[src/rtl/music_ps2_pkg.sv]
// rtl/music_ps2_pkg.sv - PS/2 Set 2 prefix codes, ignore list and frame FSM encoding
`timescale 1ns/1ps
package music_ps2_pkg;

  localparam logic [7:0] PS2_BREAK  = 8'hF0;
  localparam logic [7:0] PS2_EXT    = 8'hE0;
  localparam logic [7:0] PS2_PAUSE  = 8'hE1;

  localparam logic [7:0] PS2_BAT    = 8'hAA;
  localparam logic [7:0] PS2_ACK    = 8'hFA;
  localparam logic [7:0] PS2_RESEND = 8'hFE;
  localparam logic [7:0] PS2_ECHO   = 8'hEE;
  localparam logic [7:0] PS2_OVR_LO = 8'h00;
  localparam logic [7:0] PS2_OVR_HI = 8'hFF;

  localparam logic [2:0] PAUSE_TAIL_LEN = 3'd7;

  typedef enum logic [1:0] {
    ST_IDLE   = 2'd0,
    ST_DATA   = 2'd1,
    ST_PARITY = 2'd2,
    ST_STOP   = 2'd3
  } frame_state_e;

  // Keyboard housekeeping bytes that never carry a key event.
  function automatic logic is_ignored(input logic [7:0] b);
    return (b == PS2_BAT) || (b == PS2_ACK) || (b == PS2_RESEND) ||
           (b == PS2_ECHO) || (b == PS2_OVR_LO) || (b == PS2_OVR_HI);
  endfunction

endpackage

[src/rtl/ps2_line_filter.sv]
// rtl/ps2_line_filter.sv - synchroniser and glitch filter for the PS/2 clock and data lines
`timescale 1ns/1ps
module ps2_line_filter #(
  parameter int SYNC_STAGES = 2,
  parameter int FILTER_LEN  = 8
) (
  input  logic clock,
  input  logic resetn,
  input  logic ps2_clk,
  input  logic ps2_dat,
  output logic clk_f,
  output logic dat_s,
  output logic fall
);
  localparam int CNT_W = $clog2(FILTER_LEN + 1);

  logic [SYNC_STAGES-1:0] clk_sync_q, dat_sync_q;
  logic [CNT_W-1:0]       cnt_q, cnt_d;
  logic                   clk_f_q, fall_q;
  logic                   clk_s, differ, toggle;

  assign clk_s  = clk_sync_q[SYNC_STAGES-1];
  assign differ = (clk_s != clk_f_q);
  // The filtered clock flips only on the FILTER_LEN-th consecutive disagreeing sample.
  assign toggle = differ && (cnt_q == CNT_W'(FILTER_LEN - 1));

  always_comb begin
    cnt_d = '0;
    if (differ && !toggle) cnt_d = cnt_q + 1'b1;
  end

  always_ff @(posedge clock or negedge resetn) begin
    if (!resetn) begin
      clk_sync_q <= '1;
      dat_sync_q <= '1;
      cnt_q      <= '0;
      clk_f_q    <= 1'b1;
      fall_q     <= 1'b0;
    end else begin
      clk_sync_q <= {clk_sync_q[SYNC_STAGES-2:0], ps2_clk};
      dat_sync_q <= {dat_sync_q[SYNC_STAGES-2:0], ps2_dat};
      cnt_q      <= cnt_d;
      fall_q     <= toggle && clk_f_q;
      if (toggle) clk_f_q <= ~clk_f_q;
    end
  end

  assign clk_f = clk_f_q;
  assign dat_s = dat_sync_q[SYNC_STAGES-1];
  assign fall  = fall_q;

endmodule

[src/rtl/ps2_scan_decoder.sv]
// rtl/ps2_scan_decoder.sv - PS/2 frame receiver and Set 2 prefix decoder producing scan code plus make/break
`timescale 1ns/1ps
module ps2_scan_decoder
  import music_ps2_pkg::*;
#(
  parameter int SYNC_STAGES    = 2,
  parameter int FILTER_LEN     = 8,
  parameter int TIMEOUT_CYCLES = 100000
) (
  input  logic       clock,
  input  logic       resetn,
  input  logic       ps2_clk,
  input  logic       ps2_dat,
  output logic [7:0] keyboard_code,
  output logic       makeBreak,
  output logic       code_valid,
  output logic       frame_err
);
  localparam int TO_W = $clog2(TIMEOUT_CYCLES + 1);

  logic            clk_f_w, dat_s_w, fall_w, edge_w;
  frame_state_e    state_q, state_d;
  logic [2:0]      bit_cnt_q, skip_q;
  logic [7:0]      shreg_q, code_q;
  logic            par_q, brk_q, ext_q, mb_q, valid_q, err_q;
  logic [TO_W-1:0] to_q;
  logic            timeout_w, byte_ok_w, frame_bad_w, stop_edge_w;

  ps2_line_filter #(
    .SYNC_STAGES(SYNC_STAGES),
    .FILTER_LEN (FILTER_LEN)
  ) u_filt (
    .clock  (clock),
    .resetn (resetn),
    .ps2_clk(ps2_clk),
    .ps2_dat(ps2_dat),
    .clk_f  (clk_f_w),
    .dat_s  (dat_s_w),
    .fall   (fall_w)
  );

  assign edge_w = fall_w & ~clk_f_w;

  always_ff @(posedge clock or negedge resetn) begin
    if (!resetn) state_q <= ST_IDLE;
    else         state_q <= state_d;
  end

  always_comb begin
    state_d = state_q;
    if (edge_w) begin
      case (state_q)
        ST_IDLE:   if (!dat_s_w) state_d = ST_DATA;
        ST_DATA:   if (bit_cnt_q == 3'd7) state_d = ST_PARITY;
        ST_PARITY: state_d = ST_STOP;
        default:   state_d = ST_IDLE;
      endcase
    end else if (timeout_w) begin
      state_d = ST_IDLE;
    end
  end

  // A fall in the same cycle as the timeout wins, so timeout is masked by edge_w.
  always_comb begin
    stop_edge_w = edge_w && (state_q == ST_STOP);
    timeout_w   = !edge_w && (state_q != ST_IDLE) && (to_q == TO_W'(TIMEOUT_CYCLES - 1));
    byte_ok_w   = stop_edge_w && dat_s_w && (^{shreg_q, par_q});
    frame_bad_w = (stop_edge_w && !(dat_s_w && (^{shreg_q, par_q}))) || timeout_w;
  end

  always_ff @(posedge clock or negedge resetn) begin
    if (!resetn) begin
      bit_cnt_q <= '0;
      shreg_q   <= '0;
      par_q     <= 1'b0;
      to_q      <= '0;
      brk_q     <= 1'b0;
      ext_q     <= 1'b0;
      skip_q    <= '0;
      code_q    <= 8'h00;
      mb_q      <= 1'b0;
      valid_q   <= 1'b0;
      err_q     <= 1'b0;
    end else begin
      valid_q <= 1'b0;
      err_q   <= frame_bad_w;
      if ((state_q == ST_IDLE) || edge_w) to_q <= '0;
      else                                to_q <= to_q + 1'b1;

      if (edge_w) begin
        case (state_q)
          ST_IDLE:   bit_cnt_q <= '0;
          ST_DATA: begin
            shreg_q   <= {dat_s_w, shreg_q[7:1]};
            bit_cnt_q <= bit_cnt_q + 3'd1;
          end
          ST_PARITY: par_q <= dat_s_w;
          default:   ;
        endcase
      end

      if (frame_bad_w) begin
        brk_q <= 1'b0;
        ext_q <= 1'b0;
      end

      if (byte_ok_w) begin
        if (skip_q != 3'd0)              skip_q <= skip_q - 3'd1;
        else if (shreg_q == PS2_PAUSE)   skip_q <= PAUSE_TAIL_LEN;
        else if (shreg_q == PS2_BREAK)   brk_q  <= 1'b1;
        else if (shreg_q == PS2_EXT)     ext_q  <= 1'b1;
        else if (!is_ignored(shreg_q)) begin
          if (!ext_q) begin
            code_q  <= shreg_q;
            mb_q    <= ~brk_q;
            valid_q <= 1'b1;
          end
          brk_q <= 1'b0;
          ext_q <= 1'b0;
        end
      end
    end
  end

  assign keyboard_code = code_q;
  assign makeBreak     = mb_q;
  assign code_valid    = valid_q;
  assign frame_err     = err_q;

endmodule
[config.mk]
export PLATFORM = sky130hd
export DESIGN_NAME = ps2_scan_decoder
export DESIGN_NICKNAME = d
export VERILOG_FILES = /design/src/rtl/music_ps2_pkg.sv /design/src/rtl/ps2_line_filter.sv /design/src/rtl/ps2_scan_decoder.sv
export SDC_FILE = /design/constraint.sdc
export NUM_CORES = 1
export LEC_CHECK = 0
export ABC_AREA = 1
export CAP_MARGIN = 0
export CELL_PAD_IN_SITES_DETAIL_PLACEMENT = 2
export CELL_PAD_IN_SITES_GLOBAL_PLACEMENT = 2
export CORE_UTILIZATION = 39
export DETAILED_ROUTE_END_ITERATION = 6
export HOLD_SLACK_MARGIN = 0.12
export PLACE_DENSITY = 0.84
export SYNTH_ARGS = -nofsm -noshare
export SYNTH_HDL_FRONTEND = slang
export SYNTH_SLANG_ARGS = --single-unit
[constraint.sdc]
create_clock -name clock -period 3.7 [get_ports clock]
set_input_delay 0.74 -clock clock [delete_from_list [all_inputs] [get_ports clock]]
set_output_delay 0.74 -clock clock [all_outputs]
set_load 0.01 [all_outputs]
==> flow_metrics.env <==
export IMPL_period_share=0.587
export IMPL_final_core_util=0.479
export IMPL_hp_class="primary input to asynchronous set/reset pin"
export IMPL_end_kind="flop"
export IMPL_fillers=822
export IMPL_synth_simple_gate_area_frac=0.296
export IMPL_synth_cell_types=33
export IMPL_p_leak_nw=1.54
export IMPL_drv_slew=0
export IMPL_final_area_um2=3340
export IMPL_vdd_ir_drop_max_uv=290
export IMPL_r2r_setup_slack_ns=1.53
export IMPL_clkTransAtPathRegs_ns=0.07
export IMPL_slew_headroom=0.535
export IMPL_cp_arrival_ns=2.40
export IMPL_grt_overflow=0
export IMPL_critical_path_class="flop to flop"
export IMPL_ys_seq_area_frac=0.497
export IMPL_cts_buffer_depth=2
export IMPL_maxCapViolCount=0
export IMPL_required_ns=3.92
export IMPL_synth_area_um2=2880
export IMPL_synth_area_leaders="dfrtp_1, nand2_1, inv_1"
export IMPL_grt_antenna_before_repair=0
export IMPL_globalplace_congestion=0.784
export IMPL_syn_nets=370
export IMPL_vias=2534
export IMPL_totalWireLength_um=9270
export IMPL_fmax_ghz=0.460
export IMPL_crit_family="simple AND/OR/NAND/NOR gates"
export IMPL_synthXorXnorAreaFrac=0.00911
export IMPL_finalSetupViolCount=0
export IMPL_yosysMostFrequentCell="nand2_1"
export IMPL_rsz0062_at_grt="false"
export IMPL_cts_tree="built"
export IMPL_dr_pass1_iters=4
export IMPL_synthFlopType="dfrtp_1"
export IMPL_synth_top_area_frac=0.451
export IMPL_drive_above_1_share=0.104
export IMPL_place_area_um2=3140
export IMPL_ctsHoldBuffers=0
export IMPL_p_total_mw=1.34
export IMPL_synth_adder_area_share=0.0434
export IMPL_clockRootBuffer="clkbuf_8"
export IMPL_synth_compound_area_share=0.0920
export IMPL_critical_path_buf_inv_count=2
export IMPL_wire_per_inst_um=19.2
export IMPL_die_w_um=88.0
export IMPL_power_density_nw_per_um2=401
export IMPL_first_iter_violations=70
export IMPL_yosys_warnings=0
export IMPL_grt_usage=0.269
export IMPL_rows=30
export IMPL_drc=0
export IMPL_tns_ns=0
export IMPL_cp_slowest_cell="dfrtp_1"
export IMPL_synth_mux_area_frac=0
export IMPL_core_um2=6980
export IMPL_crit_path_start_kind="flop"
export IMPL_grt_max_degree=25
export IMPL_synth_top_cells_by_count="nand2_1, dfrtp_1, inv_1"
export IMPL_finalCriticalPeriod_ns=2.17
export IMPL_cp_cell_sequence="ha_1 > nand2_1 > inv_1 > nand3_1 > nor2_1 > nand2_1 > inv_1 > nand2_1 > nor2_1 > nand2_1 > a211oi_1"
export IMPL_dieArea_um2=7740
export IMPL_insertion_delay_ns=0.34
export IMPL_die_y_um=88.0
export IMPL_dpl_hpwl_um=6290
export IMPL_cts_inserted_buffers=9
export IMPL_n_antenna_cell=0
export IMPL_hold_viol=0
export IMPL_synth_area_leader_cell="dfrtp_1"
export IMPL_worstMarginPinSlew_ns=0.697
export IMPL_grt_pass1_wl_um=15100
export IMPL_synth_area_per_cell_um2=8.10
export IMPL_ctsResizeCount=0
export IMPL_clkSinkCount=57
export IMPL_ctsHtreeMaxLevel=3
export IMPL_start_util=0.413
export IMPL_synth_top_family_by_area="simple AND/OR/NAND/NOR gates"
export IMPL_portBuffers=14
export IMPL_synthCells=356
export IMPL_holdWs_ns=0.321
export IMPL_fin_nets=395
export IMPL_crit_fanout=3
export IMPL_async_flop_share=1.00
export IMPL_ant_nets=0
export IMPL_cp_common_cell="nand2_1"
export IMPL_via_per_inst=5.26
export IMPL_ios=15
export IMPL_critPathMaxStageDelay_ns=0.40
export IMPL_ys_ff_latch=57
export IMPL_cts_setup_buffers=0
export IMPL_outcome="finished clean"
export IMPL_area_growth_pct=16.0
export IMPL_synth_edf_count=0
export IMPL_fin_worst_skew_ns=0.00654
export IMPL_grt_pass1_vias=2794
[cell usage in the layout, fill, tap and decap left out, types with 2 or more instances in the layout]
cell / synthesis / final
xor2_1: 2 / 2
o21bai_1: 2 / 2
dfstp_2: 5 / 5
o21ai_0: 24 / 24
nand3b_1: 2 / 2
nand3_1: 23 / 23
nor2_4: 2 / 2
nand2_1: 105 / 105
nor2_2: 2 / 2
ha_1: 10 / 10
buf_4: 0 / 2
a21oi_1: 7 / 7
inv_2: 3 / 3
nor4_1: 2 / 2
o21ai_1: 8 / 8
nor2_1: 35 / 35
nor3_1: 9 / 9
a211oi_1: 2 / 2
a22o_1: 2 / 2
inv_1: 40 / 40
clkbuf_8: 0 / 11
nand2_2: 3 / 3
or2_2: 3 / 3
dfrtp_1: 52 / 52
clkdlybuf4s50_1: 0 / 13
nand4_1: 3 / 3
[area by class of cell]
type / instances / area (µm²) / area share
multi-input combinational: 253 / 1270 / 0.380
clock inverter: 4 / 51.3 / 0.0153
tap: 96 / 120 / 0.0359
clock buffer: 12 / 155 / 0.0464
sequential: 57 / 1430 / 0.428
inverter: 44 / 165 / 0.0494
timing repair buffer: 16 / 150 / 0.0449
[metrics by stage]
step / setup slack (ns) / cells
2_1_floorplan: 2.12 / 356
3_3_place_gp: 1.76 / 466
3_5_place_dp: 1.63 / 466
4_1_cts: 1.55 / 482
5_1_grt: 1.40 / 482
6_report: 1.53 / 482
[state kept, by name, summed over array words and instances (netlist names)]
register           cells
brk_q                  1
state_q                2
u_filt.cnt_q           4
to_q                  17
makeBreak              1
skip_q                 3
u_filt.clk_f           1
shreg_q                8
u_filt.clk_sync_q      2
frame_err              1
u_filt.fall            1
par_q                  1
ext_q                  1
bit_cnt_q              3
u_filt.dat_sync_q      2
keyboard_code          8
code_valid             1
[cells by family (layout without fill, tap and decap cells)]
kind of cell / Yosys count / after routing
AND/OR/NAND/NOR: 192 / 192
flip-flops: 57 / 57
buffers and inverters: 46 / 76
AO/OA/AOI/OAI: 48 / 48
XOR/XNOR: 3 / 3
adder cells (fa/ha/maj): 10 / 10
[routing by layer]
layer / track usage / wire length, µm / up-vias
met4: 0.0700 / 143 / 0
met1: 0.326 / 3940 / 1292
met2: 0.481 / 4970 / 38
met3: 0.0594 / 215 / 14
li1: - / - / 1190
met5: 0 / 0 / -
[where the power goes]
part / internal (mW) / leakage, nW / switching [mW] / total, mW
Sequential: 0.649 / 0.777 / 0.0156 / 0.665
Clock: 0.348 / 0.103 / 0.262 / 0.610
Combinational: 0.0228 / 0.665 / 0.0417 / 0.0646
[final timing paths]
check,cells after the start,endpoint,from
max,11,to_q[12],to_q[0]
min,1,to_q[7],resetn
max reg2reg,11,to_q[12],to_q[0]
min reg2reg,0,u_filt.clk_sync_q[1],u_filt.clk_sync_q[0]
max in group asynchronous,2,u_filt.dat_sync_q[1],resetn
min in group clock,0,u_filt.clk_sync_q[1],u_filt.clk_sync_q[0]
[worst register-to-register path: stages, from the launching register on]
cell      delay (ns)
dfrtp_1         0.40
ha_1            0.21
nand2_1         0.10
inv_1           0.11
nand3_1         0.13
nor2_1          0.16
nand2_1         0.11
inv_1           0.11
nand2_1         0.09
nor2_1          0.24
nand2_1         0.10
a211oi_1        0.30
Power figures use the tool's default switching activity.
